File: src/rtl/checkbits_pkg.sv
// Shared types and marker encodings for the checkbits bus scoreboard.
// Workload w uses run markers MARK_RUN+16w/+1 and check markers MARK_CHK+16w/+1.
package checkbits_pkg;

  typedef enum logic [1:0] {
    ST_IDLE  = 2'd0,
    ST_RUN   = 2'd1,
    ST_CHECK = 2'd2
  } state_t;

  localparam logic [15:0] MARK_RUN  = 16'hAB00;
  localparam logic [15:0] MARK_CHK  = 16'hAB30;
  localparam logic [15:0] WL_STRIDE = 16'd16;

  function automatic logic [15:0] run_start(input logic [1:0] wl);
    return MARK_RUN + WL_STRIDE * {14'd0, wl};
  endfunction

  function automatic logic [15:0] run_end(input logic [1:0] wl);
    return run_start(wl) + 16'd1;
  endfunction

  function automatic logic [15:0] chk_start(input logic [1:0] wl);
    return MARK_CHK + WL_STRIDE * {14'd0, wl};
  endfunction

  function automatic logic [15:0] chk_end(input logic [1:0] wl);
    return chk_start(wl) + 16'd1;
  endfunction

endpackage

File: src/rtl/checkbits_gold_ram.sv
// Golden-sequence storage: one synchronous write port, one asynchronous read port.
// Contents are not reset; firmware or the bench loads them before use.
module checkbits_gold_ram #(
  parameter int DATA_W = 16,
  parameter int DEPTH  = 192,
  parameter int AW     = (DEPTH > 1) ? $clog2(DEPTH) : 1
) (
  input  logic              clk,
  input  logic              we,
  input  logic [AW-1:0]     waddr,
  input  logic [DATA_W-1:0] wdata,
  input  logic [AW-1:0]     raddr,
  output logic [DATA_W-1:0] rdata
);

  logic [DATA_W-1:0] mem [DEPTH];

  always_ff @(posedge clk) begin
    if (we) mem[waddr] <= wdata;
  end

  assign rdata = mem[raddr];

endmodule

File: src/rtl/checkbits_scoreboard.sv
// Monitors the firmware checkbits bus: times run phases, compares check phases
// against a per-workload golden sequence, and aborts stalled phases via a watchdog.
module checkbits_scoreboard
  import checkbits_pkg::*;
#(
  parameter int DATA_W      = 16,
  parameter int NUM_WL      = 3,
  parameter int MAX_LEN     = 64,
  parameter int STRICT      = 0,
  parameter int CYC_W       = 24,
  parameter int TIMEOUT_CYC = 200000,
  localparam int IDX_W      = $clog2(MAX_LEN + 1)
) (
  input  logic              wb_clk_i,
  input  logic              wb_rst_i,
  input  logic [DATA_W-1:0] checkbits_i,
  input  logic              gold_we_i,
  input  logic [1:0]        gold_wl_i,
  input  logic [IDX_W-1:0]  gold_idx_i,
  input  logic [DATA_W-1:0] gold_data_i,
  input  logic              len_we_i,
  output logic [1:0]        state_o,
  output logic [1:0]        wl_o,
  output logic [CYC_W-1:0]  run_cycles_o,
  output logic              run_valid_o,
  output logic [NUM_WL-1:0] done_o,
  output logic [NUM_WL-1:0] pass_o,
  output logic [IDX_W-1:0]  err_cnt_o,
  output logic              timeout_o
);

  localparam int DEPTH = NUM_WL * MAX_LEN;
  localparam int AW    = (DEPTH > 1) ? $clog2(DEPTH) : 1;
  localparam int WD_W  = $clog2(TIMEOUT_CYC + 1);

  function automatic logic [CYC_W-1:0] sat_cyc(input logic [CYC_W-1:0] v);
    return (&v) ? v : v + 1'b1;
  endfunction

  function automatic logic [IDX_W-1:0] sat_idx(input logic [IDX_W-1:0] v);
    return (&v) ? v : v + 1'b1;
  endfunction

  function automatic logic [IDX_W-1:0] clamp_len(input logic [IDX_W-1:0] v);
    return (int'(v) > MAX_LEN) ? IDX_W'(MAX_LEN) : v;
  endfunction

  function automatic logic [DATA_W-1:0] mk(input logic [15:0] m);
    return DATA_W'(m);
  endfunction

  state_t             state, state_n;
  logic [1:0]         wl, wl_n;
  logic [CYC_W-1:0]   cnt, cnt_n, run_cycles, run_cycles_n;
  logic               run_valid, run_valid_n;
  logic [NUM_WL-1:0]  done, done_n, pass, pass_n;
  logic [IDX_W-1:0]   idx, idx_n, err, err_n;
  logic               tmo, tmo_n;
  logic [WD_W-1:0]    wd, wd_n;
  logic [IDX_W-1:0]   len [NUM_WL];
  logic [DATA_W-1:0]  chk_p0, chk_p1, gold;
  logic [IDX_W-1:0]   rd_idx;
  logic               evt, gold_wr;
  logic [AW-1:0]      waddr, raddr;

  // Stage p0: registered bus sample; p1 holds the previous sample for change detection
  always_ff @(posedge wb_clk_i) begin
    chk_p0 <= checkbits_i;
    chk_p1 <= chk_p0;
  end

  assign evt = (chk_p0 != chk_p1);

  assign gold_wr = gold_we_i && (int'(gold_wl_i) < NUM_WL) && (int'(gold_idx_i) < MAX_LEN);
  assign waddr   = AW'(gold_wl_i) * AW'(MAX_LEN) + AW'(gold_idx_i);
  assign rd_idx  = (int'(idx) < MAX_LEN) ? idx : '0;
  assign raddr   = AW'(wl) * AW'(MAX_LEN) + AW'(rd_idx);

  checkbits_gold_ram #(.DATA_W(DATA_W), .DEPTH(DEPTH), .AW(AW)) u_gold (
    .clk   (wb_clk_i),
    .we    (gold_wr),
    .waddr (waddr),
    .wdata (gold_data_i),
    .raddr (raddr),
    .rdata (gold)
  );

  always_ff @(posedge wb_clk_i) begin
    if (wb_rst_i) begin
      for (int w = 0; w < NUM_WL; w++) len[w] <= IDX_W'(MAX_LEN);
    end else if (len_we_i && (int'(gold_wl_i) < NUM_WL)) begin
      len[gold_wl_i] <= clamp_len(gold_idx_i);
    end
  end

  always_comb begin
    state_n      = state;
    wl_n         = wl;
    cnt_n        = cnt;
    run_cycles_n = run_cycles;
    run_valid_n  = 1'b0;
    done_n       = done;
    pass_n       = pass;
    idx_n        = idx;
    err_n        = err;
    tmo_n        = tmo;
    wd_n         = '0;
    case (state)
      ST_IDLE: begin
        for (int w = 0; w < NUM_WL; w++) begin
          if (chk_p0 == mk(run_start(2'(w)))) begin
            state_n = ST_RUN;
            wl_n    = 2'(w);
            cnt_n   = '0;
          end else if (chk_p0 == mk(chk_start(2'(w)))) begin
            state_n   = ST_CHECK;
            wl_n      = 2'(w);
            idx_n     = '0;
            err_n     = '0;
            done_n[w] = 1'b0;
            pass_n[w] = 1'b0;
          end
        end
      end
      ST_RUN: begin
        cnt_n = sat_cyc(cnt);
        if (chk_p0 == mk(run_end(wl))) begin
          run_cycles_n = cnt;
          run_valid_n  = 1'b1;
          state_n      = ST_IDLE;
        end
      end
      ST_CHECK: begin
        if (idx < len[wl]) begin
          if (STRICT != 0) begin
            if (evt) begin
              if (chk_p0 != gold) err_n = sat_idx(err);
              idx_n = idx + 1'b1;
            end
          end else if (chk_p0 == gold) begin
            idx_n = idx + 1'b1;
          end
        end else if (chk_p0 == mk(chk_end(wl))) begin
          done_n[wl] = 1'b1;
          pass_n[wl] = (err == '0);
          state_n    = ST_IDLE;
        end
      end
      default: state_n = ST_IDLE;
    endcase
    // Watchdog counts quiet cycles only while a phase is open
    if (state != ST_IDLE && !evt && state_n == state) wd_n = wd + 1'b1;
    if (state != ST_IDLE && !evt && wd == WD_W'(TIMEOUT_CYC - 1)) begin
      tmo_n   = 1'b1;
      state_n = ST_IDLE;
      wd_n    = '0;
      if (state == ST_CHECK) done_n[wl] = 1'b1;
      pass_n[wl] = 1'b0;
    end
  end

  // Stage p1: control state update
  always_ff @(posedge wb_clk_i) begin
    if (wb_rst_i) begin
      state      <= ST_IDLE;
      wl         <= '0;
      cnt        <= '0;
      run_cycles <= '0;
      run_valid  <= 1'b0;
      done       <= '0;
      pass       <= '0;
      idx        <= '0;
      err        <= '0;
      tmo        <= 1'b0;
      wd         <= '0;
    end else begin
      state      <= state_n;
      wl         <= wl_n;
      cnt        <= cnt_n;
      run_cycles <= run_cycles_n;
      run_valid  <= run_valid_n;
      done       <= done_n;
      pass       <= pass_n;
      idx        <= idx_n;
      err        <= err_n;
      tmo        <= tmo_n;
      wd         <= wd_n;
    end
  end

  assign state_o      = state;
  assign wl_o         = wl;
  assign run_cycles_o = run_cycles;
  assign run_valid_o  = run_valid;
  assign done_o       = done;
  assign pass_o       = pass;
  assign err_cnt_o    = err;
  assign timeout_o    = tmo;

endmodule
File: config.mk
export PLATFORM = sky130hd
export DESIGN_NAME = checkbits_scoreboard
export DESIGN_NICKNAME = d
export VERILOG_FILES = /design/src/rtl/checkbits_pkg.sv /design/src/rtl/checkbits_gold_ram.sv /design/src/rtl/checkbits_scoreboard.sv
export SDC_FILE = /design/constraint.sdc
export NUM_CORES = 2
export LEC_CHECK = 0
export BUFFER_PORTS_ARGS = -buffer_cell sky130_fd_sc_hd__buf_2
export CELL_PAD_IN_SITES_DETAIL_PLACEMENT = 1
export CELL_PAD_IN_SITES_GLOBAL_PLACEMENT = 2
export CORE_AREA = 4 4 510 512
export CTS_CLUSTER_DIAMETER = 30
export DETAILED_ROUTE_END_ITERATION = 10
export DIE_AREA = 0 0 514 516
export PLACE_DENSITY = 0.81
export SLEW_MARGIN = 25
export SYNTH_ARGS = -nofsm -noshare
export SYNTH_HDL_FRONTEND = slang
export SYNTH_SLANG_ARGS = --single-unit
File: constraint.sdc
create_clock -name wb_clk_i -period 7.9 [get_ports wb_clk_i]
set_input_delay 0.79 -clock wb_clk_i [delete_from_list [all_inputs] [get_ports wb_clk_i]]
set_output_delay 0.79 -clock wb_clk_i [all_outputs]
set_load 0.1 [all_outputs]
==> impl_metrics.env <==
export IMPL_power_uw=44700
export IMPL_drc=0
export IMPL_dp_hpwl_mm=288
export IMPL_tritoncts="yes"
export IMPL_critPathLaunchType="flip-flop"
export IMPL_grt_use_total=0.369
export IMPL_p_per_area_nw_per_um2=292
export IMPL_startpoint="idx[6]$_SDFFE_PP0P_"
export IMPL_hold_viol=0
export IMPL_fp_dieW_um=514
export IMPL_drt_initial_drc_count=15000
export IMPL_antenna_found_initial=55
export IMPL_clk_pin_slew_ns=0.05
export IMPL_viasPerCell=7.08
export IMPL_finalSetupViolations=0
export IMPL_fin_skew_ns=0.0840
export IMPL_dieArea_um2=265000
export IMPL_crit_buf_inv=2
export IMPL_status="complete, no violations"
export IMPL_syn_area_um2=127000
export IMPL_r2r_setup_slack_ns=1.12
export IMPL_intPower_uw=35200
export IMPL_grt_ovfl_total=0
export IMPL_nFillCells=22100
export IMPL_finalWirelength_mm=497
export IMPL_netlist_instances=7198
export IMPL_die_h_um=516
export IMPL_r2r_start="idx[6]$_SDFFE_PP0P_"
export IMPL_clock_sinks=3226
export IMPL_ys_types=100
export IMPL_p_seq_frac=0.421
export IMPL_rows=186
export IMPL_hp_start="gold_idx_i[6]"
export IMPL_synth_edff_count=3100
export IMPL_synth_top_area_frac=0.733
export IMPL_drive_gt1_frac=0.229
export IMPL_crit_type="reg -> reg"
export IMPL_synth_top_area_cell="edfxtp_1"
export IMPL_path_delay_family="compound AO/OA/AOI/OAI gates"
export IMPL_timing_final_crit_share=0.858
export IMPL_power_leakage_uw=0.0487
export IMPL_design_core_area_um2=256000
export IMPL_ys_warn_count=0
export IMPL_ir_drop_mv=0.182
export IMPL_p_clk_frac=0.568
export IMPL_io_pins=88
export IMPL_cp_end_kind="flip-flop"
export IMPL_worstPathCellList="buf_4, nor2b_4, buf_4, a221oi_1, o21ai_0, a21oi_1, a31oi_1, a41oi_1, a221oi_1, xnor2_1, nand4_1, or4_1, a31oi_1"
export IMPL_worstPathMaxFanout=44
export IMPL_synth_main_ff_cell="edfxtp_1"
export IMPL_wl_per_cell_um=42.3
export IMPL_start_util=0.497
export IMPL_p_sw_frac=0.214
export IMPL_cts_buffers_inserted=580
export IMPL_cts_buffer_depth=4
export IMPL_min_to="len[3][6]$_DFFE_PP_"
export IMPL_syn2layout_area_growth_pct=20.4
export IMPL_required_ns=8.78
export IMPL_p_switching_uw=9590
export IMPL_grt_max_degree=119
export IMPL_maxSlewHeadroom=0.116
export IMPL_avgSynthCellArea_um2=17.7
export IMPL_p_comb_frac=0.011
export IMPL_ant_nets=0
export IMPL_tns_ns=0
export IMPL_fin_crit_ns=6.78
export IMPL_dr_total_vias=83100
export IMPL_worstReg2RegEnd="idx[6]$_SDFFE_PP0P_"
export IMPL_portBuffers=87
export IMPL_yosysSeqAreaShare=0.752
export IMPL_worst_pin_slew_ns=1.32
export IMPL_holdCritPathClass="in -> reg"
export IMPL_ys_ff_latch=3226
export IMPL_htreeDepth=6
export IMPL_cts_resized=0
export IMPL_first_global_vias=83800
export IMPL_firstDrtPassIters=9
export IMPL_critPathSlowestCell="nor2b_4"
export IMPL_reg2reg_depth=13
export IMPL_ys_async_sr_fraction=0
export IMPL_nets=7889
export IMPL_cp_slowest_stage_delay_ns=0.84
export IMPL_fmax_mhz=147
export IMPL_finalMaxSlewViolations=0
export IMPL_ys_top_cells_by_area="edfxtp_1, mux4_2, mux2i_1, dfxtp_1, nor2_1"
export IMPL_routabilityCongestion=0.980
export IMPL_cts_root_buffer="clkbuf_16"
export IMPL_cp_arrival_ns=7.66
export IMPL_grt_pass1_wl_mm=681
export IMPL_clkLatencyLatePin_ns=0.98
export IMPL_cap_violations=0
export IMPL_rsz0062_at_grt="false"
export IMPL_holdPathStages=1
## Yosys cell counts (all sizes together) (11+ instances only)
| library cell | number |
|---|---|
| nand2 | 280 |
| o2bb2ai | 12 |
| and3 | 22 |
| nand2b | 32 |
| dfxtp | 126 |
| a222oi | 14 |
| or2 | 14 |
| nor4 | 16 |
| inv | 47 |
| mux2i | 608 |
| a311oi | 11 |
| o32ai | 42 |
| xnor2 | 33 |
| a21oi | 231 |
| nor3b | 15 |
| nor3 | 32 |
| a211o | 13 |
| and2 | 27 |
| o21ai | 126 |
| a32oi | 11 |
| or3 | 14 |
| a2bb2oi | 58 |
| nor2b | 39 |
| o22ai | 210 |
| a22o | 15 |
| a22oi | 46 |
| o22a | 22 |
| clkbuf | 163 |
| o211ai | 19 |
| buf | 310 |
| a211oi | 50 |
| nand4 | 25 |
| xor2 | 34 |
| nor2 | 421 |
| a221oi | 76 |
| mux4 | 271 |
| a31oi | 54 |
| ha | 13 |
| o31ai | 15 |
| nand3 | 104 |
| a221o | 36 |
| edfxtp | 3100 |
| o221ai | 136 |
| mux2 | 99 |
## cells in the final DEF, fill, tap and decap left out, types with 26 or more instances in the layout
cell type / n
a221o_1: 36
a22oi_1: 46
o21ai_0: 123
buf_2: 72
mux2_2: 95
clkbuf_1: 72
clkbuf_16: 589
nor2_2: 29
nand3_1: 102
nor3_1: 32
a2bb2oi_1: 58
a221oi_1: 76
nor2_1: 386
a31oi_1: 54
edfxtp_1: 3100
clkinv_1: 80
nand2b_1: 26
diode_2: 47
mux2i_1: 608
a211oi_1: 49
xor2_1: 33
nor2b_1: 34
bufinv_16: 75
clkinv_4: 29
clkinv_2: 84
mux4_2: 271
o221ai_1: 135
o22ai_1: 210
a21oi_1: 230
clkinvlp_4: 52
nand2_1: 278
o32ai_1: 41
buf_4: 383
xnor2_1: 33
inv_1: 43
inv_6: 40
dfxtp_1: 121
## metrics by stage
step	hold WS, ns	cell area, um^2	instances	util	setup slack (ns)
detailed placement	0.421	133000	10600	0.519	1.54
global placement	0.430	133000	10600	0.519	1.51
global route	0.205	153000	11700	0.598	1.44
floorplan	0.329	127000	7204	-	4.26
CTS	0.200	153000	11700	0.597	1.46
finish	0.217	153000	11700	0.598	1.12
## sequential cells by signal, indices dropped and copies added, names as in the netlist, named ones only
| register | cells |
|---|---|
| done_o | 3 |
| chk_p0 | 16 |
| idx | 7 |
| wl_o | 2 |
| err_cnt_o | 7 |
| chk_p1 | 16 |
| timeout_o | 1 |
| run_valid_o | 1 |
| pass_o | 3 |
| state_o | 2 |
| cnt | 24 |
| u_gold.mem | 3072 |
| len | 28 |
| wd | 18 |
| run_cycles_o | 24 |
## area by class of cell
class	instances	area, um^2	area share
sequential	3226	95600	0.625
multi-input combinational	3457	28900	0.189
clock buffer	666	15100	0.0986
clock inverter	396	4670	0.0305
tap	3384	4230	0.0277
timing repair buffer	518	4210	0.0275
inverter	48	183	0.00119
antenna	47	118	0.000769
## power groups by stage
stage               combinational (uW)  sequential, uW  clock [uW]
floorplan                         68.1           19100           0
global placement                   436           19200           0
detailed placement                 467           19200           0
CTS                                478           18800       25400
global route                       511           18800       26400
finish                             504           18800       25400
## how the worst max path moves through the flow
stage	to	slack [ns]	depth (start not counted)
finish	idx[6]$_SDFFE_PP0P_	1.12	13
global route	idx[6]$_SDFFE_PP0P_	1.44	12
CTS	idx[6]$_SDFFE_PP0P_	1.46	12
detailed placement	idx[6]$_SDFFE_PP0P_	1.54	12
global placement	idx[6]$_SDFFE_PP0P_	1.51	12
floorplan	idx[3]$_SDFFE_PP0P_	4.26	16
## repair_timing
item	in CTS	in global routing
hold endpoints to repair	16	0
hold buffers	16	0
buffers inserted	0	0
## logic make-up (layout without fill, tap and decap cells)
family	Yosys count	after routing	share of synthesized area
AOI/OAI and AO/OA	1307	1307	0.0743
xor gates and xnor gates	67	67	0.00462
adders and majority gates	13	13	0.00128
buffers and inverters	521	1628	0.0231
DFF	3226	3226	0.752
muxes	978	978	0.105
other	1	54	0.0000295
and+or+nand+nor	1085	1085	0.0394
## per-layer routing
metal,GRT usage,vias up,part of all wire
met1,0.461,42700,0.34
met2,0.540,7703,0.44
met3,0.146,1937,0.15
met4,0.235,14,0.076
met5,0,-,0.00018
li1,-,30800,-
Note: power is estimated with default switching activity, not from simulation.
